--- config.mk ---
export PLATFORM = sky130hd
export DESIGN_NAME = pipeline_hazard_ctrl_flat
export DESIGN_NICKNAME = d
export VERILOG_FILES = /design/src/rtl/pipeline_hazard_ctrl_if.sv /design/src/rtl/pipeline_hazard_ctrl.sv /design/src/flat_wrapper.sv
export SDC_FILE = /design/constraint.sdc
export NUM_CORES = 1
export LEC_CHECK = 0
export CAP_MARGIN = 20
export CORE_MARGIN = 3
export CORE_UTILIZATION = 35
export CTS_CLUSTER_DIAMETER = 120
export DETAILED_ROUTE_END_ITERATION = 8
export PLACE_DENSITY = 0.69
export SLEW_MARGIN = 30
export SYNTH_ARGS = -nofsm -noshare
export SYNTH_HDL_FRONTEND = slang
export SYNTH_SLANG_ARGS = --single-unit
--- constraint.sdc ---
create_clock -name clk -period 3.2 [get_ports clk]
set_clock_uncertainty 0.05 [all_clocks]
set_input_delay 0.32 -clock clk [delete_from_list [all_inputs] [get_ports clk]]
set_output_delay 0.32 -clock clk [all_outputs]
set_load 0.05 [all_outputs]
--- src/rtl/pipeline_hazard_ctrl_if.sv ---
// Pipeline hazard controller bundle: decode/execute hazard sources in,
// pipeline register enables, flushes, status flags and counters out.
interface pipeline_hazard_ctrl_if;
    logic [3:0]  rs_d;
    logic [3:0]  rt_d;
    logic        uses_rs_d;
    logic        uses_rt_d;
    logic        mem_read_de;
    logic [3:0]  rd_de;
    logic        branch_taken_d;
    logic        hlt_d;
    logic        mem_req_xm;
    logic        mem_ready;
    logic        pc_wen;
    logic        fd_wen;
    logic        fd_flush;
    logic        de_wen;
    logic        de_flush;
    logic        xm_wen;
    logic        mw_wen;
    logic        halted;
    logic        mem_timeout;
    logic [15:0] stall_cnt;
    logic [15:0] freeze_cnt;

    modport master (
        output rs_d, rt_d, uses_rs_d, uses_rt_d, mem_read_de, rd_de,
        output branch_taken_d, hlt_d, mem_req_xm, mem_ready,
        input  pc_wen, fd_wen, fd_flush, de_wen, de_flush, xm_wen, mw_wen,
        input  halted, mem_timeout, stall_cnt, freeze_cnt
    );

    modport slave (
        input  rs_d, rt_d, uses_rs_d, uses_rt_d, mem_read_de, rd_de,
        input  branch_taken_d, hlt_d, mem_req_xm, mem_ready,
        output pc_wen, fd_wen, fd_flush, de_wen, de_flush, xm_wen, mw_wen,
        output halted, mem_timeout, stall_cnt, freeze_cnt
    );
endinterface

--- src/rtl/pipeline_hazard_ctrl.sv ---
// Pipeline hazard controller: memory freeze, load-use stall, branch flush
// and HLT drain. Ports: clk, rst (sync, active-high), bus (slave modport).
module pipeline_hazard_ctrl (
    input  logic                   clk,
    input  logic                   rst,
    pipeline_hazard_ctrl_if.slave  bus
);
    typedef enum logic [1:0] {RUN, MEM_WAIT, DRAIN, HALTED} state_e;

    state_e      state_q, state_d;
    logic [1:0]  drain_cnt_q, drain_cnt_d;
    logic [7:0]  wait_cnt_q, wait_cnt_d;
    logic [15:0] stall_cnt_q, stall_cnt_d;
    logic [15:0] freeze_cnt_q, freeze_cnt_d;
    logic        mem_timeout_q, mem_timeout_d;

    logic freeze;
    logic load_use;
    logic pc_wen, fd_wen, fd_flush, de_wen, de_flush, xm_wen, mw_wen;

    assign freeze = bus.mem_req_xm & ~bus.mem_ready;

    // Register 0 is hardwired, so a load into it never creates a hazard.
    assign load_use = bus.mem_read_de & (bus.rd_de != 4'd0) &
                      ((bus.uses_rs_d & (bus.rs_d == bus.rd_de)) |
                       (bus.uses_rt_d & (bus.rt_d == bus.rd_de)));

    always_comb begin
        state_d       = state_q;
        drain_cnt_d   = drain_cnt_q;
        wait_cnt_d    = wait_cnt_q;
        stall_cnt_d   = stall_cnt_q;
        freeze_cnt_d  = freeze_cnt_q;
        mem_timeout_d = mem_timeout_q;
        pc_wen        = 1'b0;
        fd_wen        = 1'b0;
        fd_flush      = 1'b0;
        de_wen        = 1'b0;
        de_flush      = 1'b0;
        xm_wen        = 1'b0;
        mw_wen        = 1'b0;
        if (!rst) begin
            if (state_q != HALTED && freeze) begin
                // Whole pipe holds; a long enough wait is treated as a hang.
                wait_cnt_d   = wait_cnt_q + 8'd1;
                freeze_cnt_d = (freeze_cnt_q == 16'hFFFF) ?
                               freeze_cnt_q : freeze_cnt_q + 16'd1;
                if (wait_cnt_q == 8'hFF) begin
                    state_d       = HALTED;
                    mem_timeout_d = 1'b1;
                end else if (state_q != DRAIN) begin
                    state_d = MEM_WAIT;
                end
            end else begin
                wait_cnt_d = 8'd0;
                unique case (state_q)
                    RUN, MEM_WAIT: begin
                        state_d  = RUN;
                        pc_wen   = 1'b1;
                        fd_wen   = 1'b1;
                        de_wen   = 1'b1;
                        xm_wen   = 1'b1;
                        mw_wen   = 1'b1;
                        if (load_use) begin
                            pc_wen      = 1'b0;
                            fd_wen      = 1'b0;
                            de_flush    = 1'b1;
                            stall_cnt_d = (stall_cnt_q == 16'hFFFF) ?
                                          stall_cnt_q : stall_cnt_q + 16'd1;
                        end else if (bus.branch_taken_d) begin
                            fd_flush = 1'b1;
                        end else if (bus.hlt_d) begin
                            pc_wen      = 1'b0;
                            fd_flush    = 1'b1;
                            state_d     = DRAIN;
                            drain_cnt_d = 2'd3;
                        end
                    end
                    DRAIN: begin
                        // Feed bubbles behind the HLT until the pipe is empty.
                        fd_wen      = 1'b1;
                        fd_flush    = 1'b1;
                        de_wen      = 1'b1;
                        de_flush    = 1'b1;
                        xm_wen      = 1'b1;
                        mw_wen      = 1'b1;
                        drain_cnt_d = drain_cnt_q - 2'd1;
                        if (drain_cnt_q == 2'd1) begin
                            state_d = HALTED;
                        end
                    end
                    HALTED: begin
                    end
                endcase
            end
        end
    end

    always_ff @(posedge clk) begin
        if (rst) begin
            state_q       <= RUN;
            drain_cnt_q   <= 2'd0;
            wait_cnt_q    <= 8'd0;
            stall_cnt_q   <= 16'd0;
            freeze_cnt_q  <= 16'd0;
            mem_timeout_q <= 1'b0;
        end else begin
            state_q       <= state_d;
            drain_cnt_q   <= drain_cnt_d;
            wait_cnt_q    <= wait_cnt_d;
            stall_cnt_q   <= stall_cnt_d;
            freeze_cnt_q  <= freeze_cnt_d;
            mem_timeout_q <= mem_timeout_d;
        end
    end

    assign bus.pc_wen      = pc_wen;
    assign bus.fd_wen      = fd_wen;
    assign bus.fd_flush    = fd_flush;
    assign bus.de_wen      = de_wen;
    assign bus.de_flush    = de_flush;
    assign bus.xm_wen      = xm_wen;
    assign bus.mw_wen      = mw_wen;
    assign bus.halted      = (state_q == HALTED);
    assign bus.mem_timeout = mem_timeout_q;
    assign bus.stall_cnt   = stall_cnt_q;
    assign bus.freeze_cnt  = freeze_cnt_q;
endmodule

--- src/flat_wrapper.sv ---
// flat-port wrapper written by rule: the top's interface ports become plain ports
module pipeline_hazard_ctrl_flat 
  (clk, rst, bus_rs_d, bus_rt_d, bus_uses_rs_d, bus_uses_rt_d, bus_mem_read_de, bus_rd_de, bus_branch_taken_d, bus_hlt_d, bus_mem_req_xm, bus_mem_ready, bus_pc_wen, bus_fd_wen, bus_fd_flush, bus_de_wen, bus_de_flush, bus_xm_wen, bus_mw_wen, bus_halted, bus_mem_timeout, bus_stall_cnt, bus_freeze_cnt);
  pipeline_hazard_ctrl_if bus_i ();
  input  logic clk;
  input  logic rst;
  input wire logic [$bits(bus_i.rs_d)-1:0] bus_rs_d;
  input wire logic [$bits(bus_i.rt_d)-1:0] bus_rt_d;
  input wire logic [$bits(bus_i.uses_rs_d)-1:0] bus_uses_rs_d;
  input wire logic [$bits(bus_i.uses_rt_d)-1:0] bus_uses_rt_d;
  input wire logic [$bits(bus_i.mem_read_de)-1:0] bus_mem_read_de;
  input wire logic [$bits(bus_i.rd_de)-1:0] bus_rd_de;
  input wire logic [$bits(bus_i.branch_taken_d)-1:0] bus_branch_taken_d;
  input wire logic [$bits(bus_i.hlt_d)-1:0] bus_hlt_d;
  input wire logic [$bits(bus_i.mem_req_xm)-1:0] bus_mem_req_xm;
  input wire logic [$bits(bus_i.mem_ready)-1:0] bus_mem_ready;
  output wire logic [$bits(bus_i.pc_wen)-1:0] bus_pc_wen;
  output wire logic [$bits(bus_i.fd_wen)-1:0] bus_fd_wen;
  output wire logic [$bits(bus_i.fd_flush)-1:0] bus_fd_flush;
  output wire logic [$bits(bus_i.de_wen)-1:0] bus_de_wen;
  output wire logic [$bits(bus_i.de_flush)-1:0] bus_de_flush;
  output wire logic [$bits(bus_i.xm_wen)-1:0] bus_xm_wen;
  output wire logic [$bits(bus_i.mw_wen)-1:0] bus_mw_wen;
  output wire logic [$bits(bus_i.halted)-1:0] bus_halted;
  output wire logic [$bits(bus_i.mem_timeout)-1:0] bus_mem_timeout;
  output wire logic [$bits(bus_i.stall_cnt)-1:0] bus_stall_cnt;
  output wire logic [$bits(bus_i.freeze_cnt)-1:0] bus_freeze_cnt;
  assign bus_i.rs_d = bus_rs_d;
  assign bus_i.rt_d = bus_rt_d;
  assign bus_i.uses_rs_d = bus_uses_rs_d;
  assign bus_i.uses_rt_d = bus_uses_rt_d;
  assign bus_i.mem_read_de = bus_mem_read_de;
  assign bus_i.rd_de = bus_rd_de;
  assign bus_i.branch_taken_d = bus_branch_taken_d;
  assign bus_i.hlt_d = bus_hlt_d;
  assign bus_i.mem_req_xm = bus_mem_req_xm;
  assign bus_i.mem_ready = bus_mem_ready;
  assign bus_pc_wen = bus_i.pc_wen;
  assign bus_fd_wen = bus_i.fd_wen;
  assign bus_fd_flush = bus_i.fd_flush;
  assign bus_de_wen = bus_i.de_wen;
  assign bus_de_flush = bus_i.de_flush;
  assign bus_xm_wen = bus_i.xm_wen;
  assign bus_mw_wen = bus_i.mw_wen;
  assign bus_halted = bus_i.halted;
  assign bus_mem_timeout = bus_i.mem_timeout;
  assign bus_stall_cnt = bus_i.stall_cnt;
  assign bus_freeze_cnt = bus_i.freeze_cnt;
  pipeline_hazard_ctrl u_core (.clk(clk), .rst(rst), .bus(bus_i));
endmodule
[Word level (Yosys, flattened, before mapping)]
Index checks and enable logic that the tools add are counted.
Word-level totals
  latch bits: 0
  memories: 0
  logic and storage cells: 84
  memory bits (read-only): 0
  memory bits (writable): 0
  bits in registers: 45
  bits of input ports: 21
  output and inout port bits: 41
Operators by class
  add/subtract/negate cells: 4
  shifts and indexed selects: 0
  bitwise logic cells: 10
  mux-type cells: 35
  magnitude comparators: 0
  eq/ne operators: 16
  $mul: 0
  reductions and logical operators: 13
  div/mod/pow operators: 0
Operators with widths (count)
  16-bit by 1-bit adder with 16-bit output (second input constant): 2
  16-bit == test (second input constant): 2
  1-bit 2-to-1 mux: 20
  2-bit 2-to-1 mux: 10
  2-bit inequality test (second input constant): 5
  8-bit by 1-bit adder with 8-bit output (second input constant): 1
  4-bit == test: 2
  8-bit == test (second input constant): 1
  2-bit case mux with 2 select lines: 2
  1-bit case mux with 2 select lines: 3
  1-bit bitwise AND: 5
  5-bit AND reduction: 1
  2-bit by 1-bit == test with 1-bit output (second input constant): 2
  2-bit == test (second input constant): 2
  1-bit inverter: 4
  2-bit AND reduction: 2
  4-bit AND reduction: 1
  4-bit nonzero test: 1
  2-bit OR reduction: 2
  3-bit by 1-bit inequality test with 1-bit output (second input constant): 1
  3-bit inequality test (second input constant): 1
  3-bit AND reduction: 1
  3-bit nonzero test: 1
  3-bit OR reduction: 1
  other kinds (5): 5

[Logic depth before layout (Yosys ltp)]
  depth after elaboration: 8
  depth in mapped cells: 8
  gate-level depth less buffers: 7

[Worst setup path after synthesis]
OpenSTA, ideal clock, no wires.
  path kind: register -> output
  from: register u_core.state_q[1]
  to: output port bus_de_flush
  stages on the path, launching flop included: 5
  slack: -0.649 ns
  data arrival time: 3.479 ns
  buffers on the path: 1
  data required time: 2.830 ns
  cell sequence: dfxtp_1 > and2_1 > clkbuf_1 > nor3_1 > a21boi_0
Between the ends
  cells in the longest elaborated chain, start to end: 5
  elaborated cells between the ends (all ways): 9
  classes of those cells: 3 x eq/ne; 3 x mux; 3 x reduce/logical
RTL lines
  from (decl): RTL line pipeline_hazard_ctrl.sv:10  | state_e state_q, state_d;
  from (signal assigned): RTL line pipeline_hazard_ctrl.sv:108  | state_q <= state_d;
  2-bit by 1-bit == test with 1-bit output or 2-bit logical NOT (tied branches): RTL line pipeline_hazard_ctrl.sv:56  | unique case (state_q)
  2-bit OR reduction: RTL line pipeline_hazard_ctrl.sv:56
  1-bit case mux with 2 select lines: RTL line pipeline_hazard_ctrl.sv:56
  1-bit 2-to-1 mux (*): RTL line pipeline_hazard_ctrl.sv:43  | if (state_q != HALTED && freeze) begin
  1-bit 2-to-1 mux (*): RTL line pipeline_hazard_ctrl.sv:42  | if (!rst) begin
  to (decl): RTL line flat_wrapper.sv:21  | output wire logic [$bits(bus_i.de_flush)-1:0] bus_de_flush;
Mark *: on every way between the ends. The rest lies on a longest branch, timed or not.

[Worst setup path in the final report]
  from: input port bus_rd_de[0]
  to: output port bus_de_flush
Between the ends
  cells in the longest elaborated chain, start to end: 8
  elaborated cells between the ends (all ways): 12
  classes of those cells: 2 x eq/ne; 4 x mux; 5 x bitwise; 1 x reduce/logical
RTL lines
  from (decl): RTL line flat_wrapper.sv:12  | input wire logic [$bits(bus_i.rd_de)-1:0] bus_rd_de;
  4-bit == test, on equally long branches: RTL line pipeline_hazard_ctrl.sv:25, pipeline_hazard_ctrl.sv:26
  1-bit bitwise AND, on equally long branches: RTL line pipeline_hazard_ctrl.sv:25, pipeline_hazard_ctrl.sv:26
  1-bit bitwise OR: RTL line pipeline_hazard_ctrl.sv:25  | ((bus.uses_rs_d & (bus.rs_d == bus.rd_de)) |
  1-bit bitwise AND (*): RTL line pipeline_hazard_ctrl.sv:24  | assign load_use = bus.mem_read_de & (bus.rd_de != 4'd0) &
  1-bit 2-to-1 mux (*): RTL line pipeline_hazard_ctrl.sv:64  | if (load_use) begin
  1-bit case mux with 2 select lines (*): RTL line pipeline_hazard_ctrl.sv:56
  1-bit 2-to-1 mux (*): RTL line pipeline_hazard_ctrl.sv:43
  1-bit 2-to-1 mux (*): RTL line pipeline_hazard_ctrl.sv:42
Marks and branches as above.

==> impl_metrics.ini <==
[cells_and_area]
fin_cells = 426
fin_nets = 373
fillerInstances = 613
layout_commonest_cell = clkdlybuf4s50_1
antennaDiodeCount = 0
area_delta_synth_final_pct = 34.9
most-common-layout-cells = clkdlybuf4s50_1 (54), dfxtp_1 (45), nor2_1 (43)
final_area_um2 = 3210
drive_gt1_share_pct = 8.31

[placement]
numPortBuffers = 61
dp_cells = 418
gp_congestion = 0.791
place_area_um2 = 3120
detailed_place_hpwl_mm = 4.17
post-place-ws_ns = 0.557

[worst_setup_path]
crit_fanout = 24
arrival_ns = 2.27
endpoint_kind = primary output
crit_path_start_kind = primary input
required_ns = 2.83
crit_type = primary input to primary output

[min_path]
hp-class = flop to flop

[clock_tree]
cts-root-buf = clkbuf_8
cts.repair.resized = 0
ctsHoldBuffers = 0
cts_tree = yes
clk-insertion-delay-late_ns = 0.30
cts_setup_buffers = 0
htreeDepth = 2
clk_path_buf_depth = 2
cts_buffers = 5
cts_sinks = 45
clk_pin_slew_ns = 0.08

[route]
wl_per_cell_um = 12.8
drcViolationCount = 0
num_vias = 2264
viasPerCell = 5.31
dr.first_iter.drc_count = 87
ant_nets = 0
routed_wl_mm = 5.47
dr.pass1.iters = 4

[floorplan]
dieArea_um2 = 7810
dieHeight_um = 88.4
core_area_um2 = 6460
ios = 62
start_util_pct = 36.8
die_w_um = 88.4
num_rows = 29

[synth]
syn-num-nets = 314
ys_dominant_reg_cell = dfxtp_1
synth_top_family_by_area = simple AND/OR/NAND/NOR gates
synth_fa_ha_area_share_pct = 2.11
seq_area_frac_synth_pct = 37.9
syn_area_um2 = 2380
synth_seq_cells = 45
syn_inst = 289
synth-edff-count = 0
synth_cell_types = 41
yosysWarnings = 0
async_flop_share_pct = 0
synthSimpleGateAreaFrac_pct = 32.5
synth_mux_area_share_pct = 3.69
synth_xor_area_share_pct = 9.22
synth_compound_area_share_pct = 10.7
syn_area_per_cell_um2 = 8.22

[grt]
grt_use_total_pct = 14.3
grt-ovfl-total = 0
grt_antenna_before_repair = 0
grt_pass1_wl_mm = 9.18
grt_pass1_vias = 2069
grt_start_max_net_pins = 47

[timing]
tightest_slew_ns = 0.756
post-route-min-period_ns = 2.64
relSlewSlack_pct = 48.3
finalCritPeriodShare_pct = 82.5
setup_viol = 0
hold_slack_ns = 0.411
hold_viol_final = 0
max_freq_mhz = 379
rsz0062_at_grt = no
setup_ws_ns = 0.559
final_max_slew_viol_count = 0

[flow_run]
maxCapViolCount = 0

[power]
ir_worst_vdd_uv = 192
leakage_nw = 1.08
total_power_w = 0.00109
power_density_nw_per_um2 = 339

[run_status]
status = completed
flip-flops by register name, indices dropped and copies added (netlist names):
signal                  count
u_core.bus.mem_timeout      1
u_core.bus.freeze_cnt      16
u_core.wait_cnt_q           8
u_core.drain_cnt_q          2
u_core.bus.stall_cnt       16
u_core.state_q              2
path summary, 6_finish.rpt:
path                                    startpoint  cells after the start  slack (ns)                                    end
max                                   bus_rd_de[0]                      8        0.56                           bus_de_flush
min                u_core.wait_cnt_q[0]$_SDFF_PP0_                      1        0.41        u_core.wait_cnt_q[0]$_SDFF_PP0_
min reg2reg        u_core.wait_cnt_q[0]$_SDFF_PP0_                      1        0.41        u_core.wait_cnt_q[0]$_SDFF_PP0_
max reg2reg  u_core.bus.freeze_cnt[0]$_SDFFE_PP0P_                      7        1.08  u_core.bus.freeze_cnt[7]$_SDFFE_PP0P_
logic make-up after synthesis:
group,Yosys count
adders and majority gates,4
and+or+nand+nor,149
muxes,8
DFF,45
buffers and inverters,20
xor gates and xnor gates,25
AOI/OAI and AO/OA,38
power by group:
group	switching [W]	total (W)	internal (W)
clock network	0.000189	0.000344	0.000155
registers	0.00000832	0.000575	0.000567
logic	0.0000904	0.000168	0.0000772
final cells by class:
| class | count | area [um^2] | share of cell area [%] |
|---|---|---|---|
| inverters | 7 | 26.3 | 0.820 |
| clock buffers | 7 | 76.3 | 2.38 |
| flip-flops and latches | 45 | 901 | 28.1 |
| repair buffers | 65 | 711 | 22.2 |
| clock inverters | 1 | 7.51 | 0.234 |
| multi-input cells | 224 | 1390 | 43.3 |
| well taps | 77 | 96.3 | 3.01 |
cells in the mapped netlist, types with 2 or more instances:
library cell / number / area share (%)
a2111oi_0: 2 / 0.74
a21boi_0: 3 / 0.95
a21oi_1: 12 / 2.5
and2_1: 3 / 0.79
and3_1: 10 / 2.6
and4_1: 3 / 1.1
buf_2: 2 / 0.42
buf_4: 2 / 0.63
clkbuf_1: 8 / 1.3
dfxtp_1: 45 / 38
ha_1: 4 / 2.1
inv_1: 7 / 1.1
mux2_2: 6 / 2.8
mux2i_1: 2 / 0.84
nand2_1: 18 / 2.8
nand2b_1: 3 / 0.79
nand3_1: 16 / 3.4
nand4_1: 12 / 3.2
nor2_1: 43 / 6.8
nor2b_1: 8 / 2.1
nor3_1: 12 / 2.5
nor4_1: 6 / 1.6
o21a_1: 2 / 0.63
o21ai_0: 7 / 1.5
o21ba_2: 2 / 0.84
o31a_1: 2 / 0.74
o31ai_1: 3 / 0.95
or3_1: 8 / 2.1
or4_1: 3 / 0.95
xnor2_1: 13 / 4.8
xor2_1: 12 / 4.4
per-stage QoR:
stage | TNS [ns] | util, %
after global routing | 0 | 49.6
after CTS | 0 | 49.6
final | 0 | 49.6
after global placement | 0 | 48.3
after detailed placement | 0 | 48.3
after floorplan | -0.363 | -
worst max-delay path, stage by stage:
cell and delay (ns):
clkdlybuf4s50_1 0.46, xor2_1 0.19, nor3_2 0.16, nand4_1 0.15, and2_1 0.19, buf_4 0.20
a21boi_0 0.40, buf_12 0.19
per-layer routing:
metal	vias up	wire length (um)	GRT usage [%]
li1	1149	-	-
met4	0	18	3.30
met1	1066	2580	18.9
met5	-	0	0
met3	3	222	2.98
met2	46	2650	24.1
(Power assumes the default switching activity.)
==> edit, RTL diff (same settings) <==
Make the reset (`rst`) asynchronous in one clocked block.
--- a/src/rtl/pipeline_hazard_ctrl.sv
+++ b/src/rtl/pipeline_hazard_ctrl.sv
@@ -97,5 +97,5 @@
     end
 
-    always_ff @(posedge clk) begin
+    always_ff @(posedge clk or posedge rst) begin
         if (rst) begin
             state_q       <= RUN;
Formal check against the unedited RTL: differs if rst is asserted again (counterexample within 4 cycles, from zero or initial values and one cycle with rst high); with rst held inactive, the same outputs for 4 cycles.
==> edit against the unedited design <==
  * Die area increased by 2.6%
  * Sequential cell count unchanged
  * Fmax is 1.5% higher
  * Routed wire length is 4.8% lower
  * Worst setup slack better by 0.039 ns
  * Area after synthesis grew 2.7%
  * Cell area grew 2.1%
  * First-iteration DRC count down 30%
Power is not compared: it rests on default switching activity, and its combinational part moved more than twofold at a synthesized area within 25%.
==> edit: results (changes against the unedited design) <==
stage	metric	value	unit	change
run_status	status	finished clean		
route	Vias/cell	4.91		-7.7%
route	final WL	5210	µm	-4.8%
global_route	largest net degree at the start of global routing	47		unchanged
cells_and_area	Nets	329		-12%
logic_synthesis	Area contributors post-synth	dfrtp_1 46%, xnor2_1 9.7%, nand3_1 4.1%		
logic_synthesis	sequential fraction of the synthesis area	46.1	%	+8.2 points
hold_path	hold_sp	u_core.bus.mem_timeout$_DFFE_PP0P_		
sta	final hold slack	0.434	ns	+0.0235 ns
hold_path	worst hold path depth	1		unchanged
critical_path	r2r endpoint	u_core.bus.stall_cnt[1]$_DFFE_PP0P_		
critical_path	reg2reg start	u_core.bus.stall_cnt[0]$_DFFE_PP0P_		
logic_synthesis	most frequent cells after synthesis	45 x dfrtp_1, 27 x xnor2_1, 21 x nand2_1, 20 x nand3_1, 18 x nor2_1		
critical_path	R2R setup slack	1.17	ns	+0.09 ns
critical_path	CP max stage delay	0.89	ns	+0.43 ns
power	Worst VDD drop	412	µV	
critical_path	Worst Reg-to-Reg Cells	6		-1
sta	Slew headroom	61.7	%	+13 points
global_route	global-route wire length before repair	8830	µm	-3.8%
power	leakage power	1.38	nW	
hold_path	hold endpoint	u_core.bus.mem_timeout$_DFFE_PP0P_		
cells_and_area	# fillers	624		+1.8%
logic_synthesis	FFs w/ async S/R, synth	100	%	+100 points
logic_synthesis	Synth Net Count	265		-16%
clock_network	setup bufs post-CTS	0		unchanged
cells_and_area	share of layout cells above drive strength 1	10.8	%	+2.5 points
placement	GP Congestion	0.787		-0.57%
placement	HPWL Detailed	3940	µm	-5.6%
global_route	vias in the first global route	1878		-9.2%
critical_path	kind of cell adding the most delay to the critical path	buffers and inverters		
critical_path	data arrival time of the critical path	2.23	ns	-0.04 ns
clock_network	Max clock buf depth	2		unchanged
logic_synthesis	Yosys cell types	46		+12%
route	DRT iter0 DRCs	61		-30%
critical_path	Max FO, Critical Path	12		-50%
logic_synthesis	Synth Flop Type	dfrtp_1		
clock_network	TritonCTS Buffers	5		unchanged
global_route	GRT Overall Usage	14.0	%	-0.36 points
## edit: power breakdown
group / switching, mW / internal [mW]
Clock: 0.198 / 0.310
Sequential: 0.0679 / 0.617
Combinational: 0.310 / 0.192
## edit: worst max path at each step
stage	start	end	slack, ns	cells after the start
4_1_cts	bus_mem_req_xm	bus_xm_wen	0.57	4
5_1_grt	u_core.state_q[0]$_DFFE_PP0P_	bus_xm_wen	0.43	4
6_report	bus_mem_req_xm	bus_xm_wen	0.60	4
3_5_place_dp	bus_mem_req_xm	bus_xm_wen	0.57	4
3_3_place_gp	bus_mem_req_xm	bus_xm_wen	0.59	4
2_1_floorplan	u_core.state_q[1]$_DFFE_PP0P_	bus_fd_wen	0.40	4
## edit: metal layers
metal / up-vias / part of all wire (%) / global-route usage (%)
met3: 5 / 3.7 / 3.50
met2: 29 / 48 / 23.0
met1: 943 / 47 / 18.4
li1: 976 / - / -
met5: - / 0 / 0
met4: 0 / 0.88 / 3.25
## edit: kinds of logic after synthesis
family | after synthesis | share of synthesized area (%)
AND/OR/NAND/NOR | 113 | 26.7
flip-flops | 45 | 46.1
XOR/XNOR | 38 | 13.6
AO/OA/AOI/OAI | 26 | 7.23
buffers and inverters | 10 | 2.36
multiplexers | 4 | 1.95
adder cells (fa/ha/maj) | 4 | 2.05
## edit: cell type report
class                           instances  area share [%]
Multi-Input combinational cell        185            38.6
Timing Repair Buffer                   64            19.0
Clock buffer                            5            2.10
Sequential cell                        45            34.4
Inverter                                3           0.344
Clock inverter                          3            1.99
Tap cell                               93            3.56
## edit: metrics by stage
stage	worst slack (ns)	instance area (µm²)	instances
2_1_floorplan	0.396	2450	240
3_3_place_gp	0.588	3140	390
3_5_place_dp	0.575	3140	390
4_1_cts	0.574	3270	398
5_1_grt	0.430	3270	398
6_report	0.598	3270	398
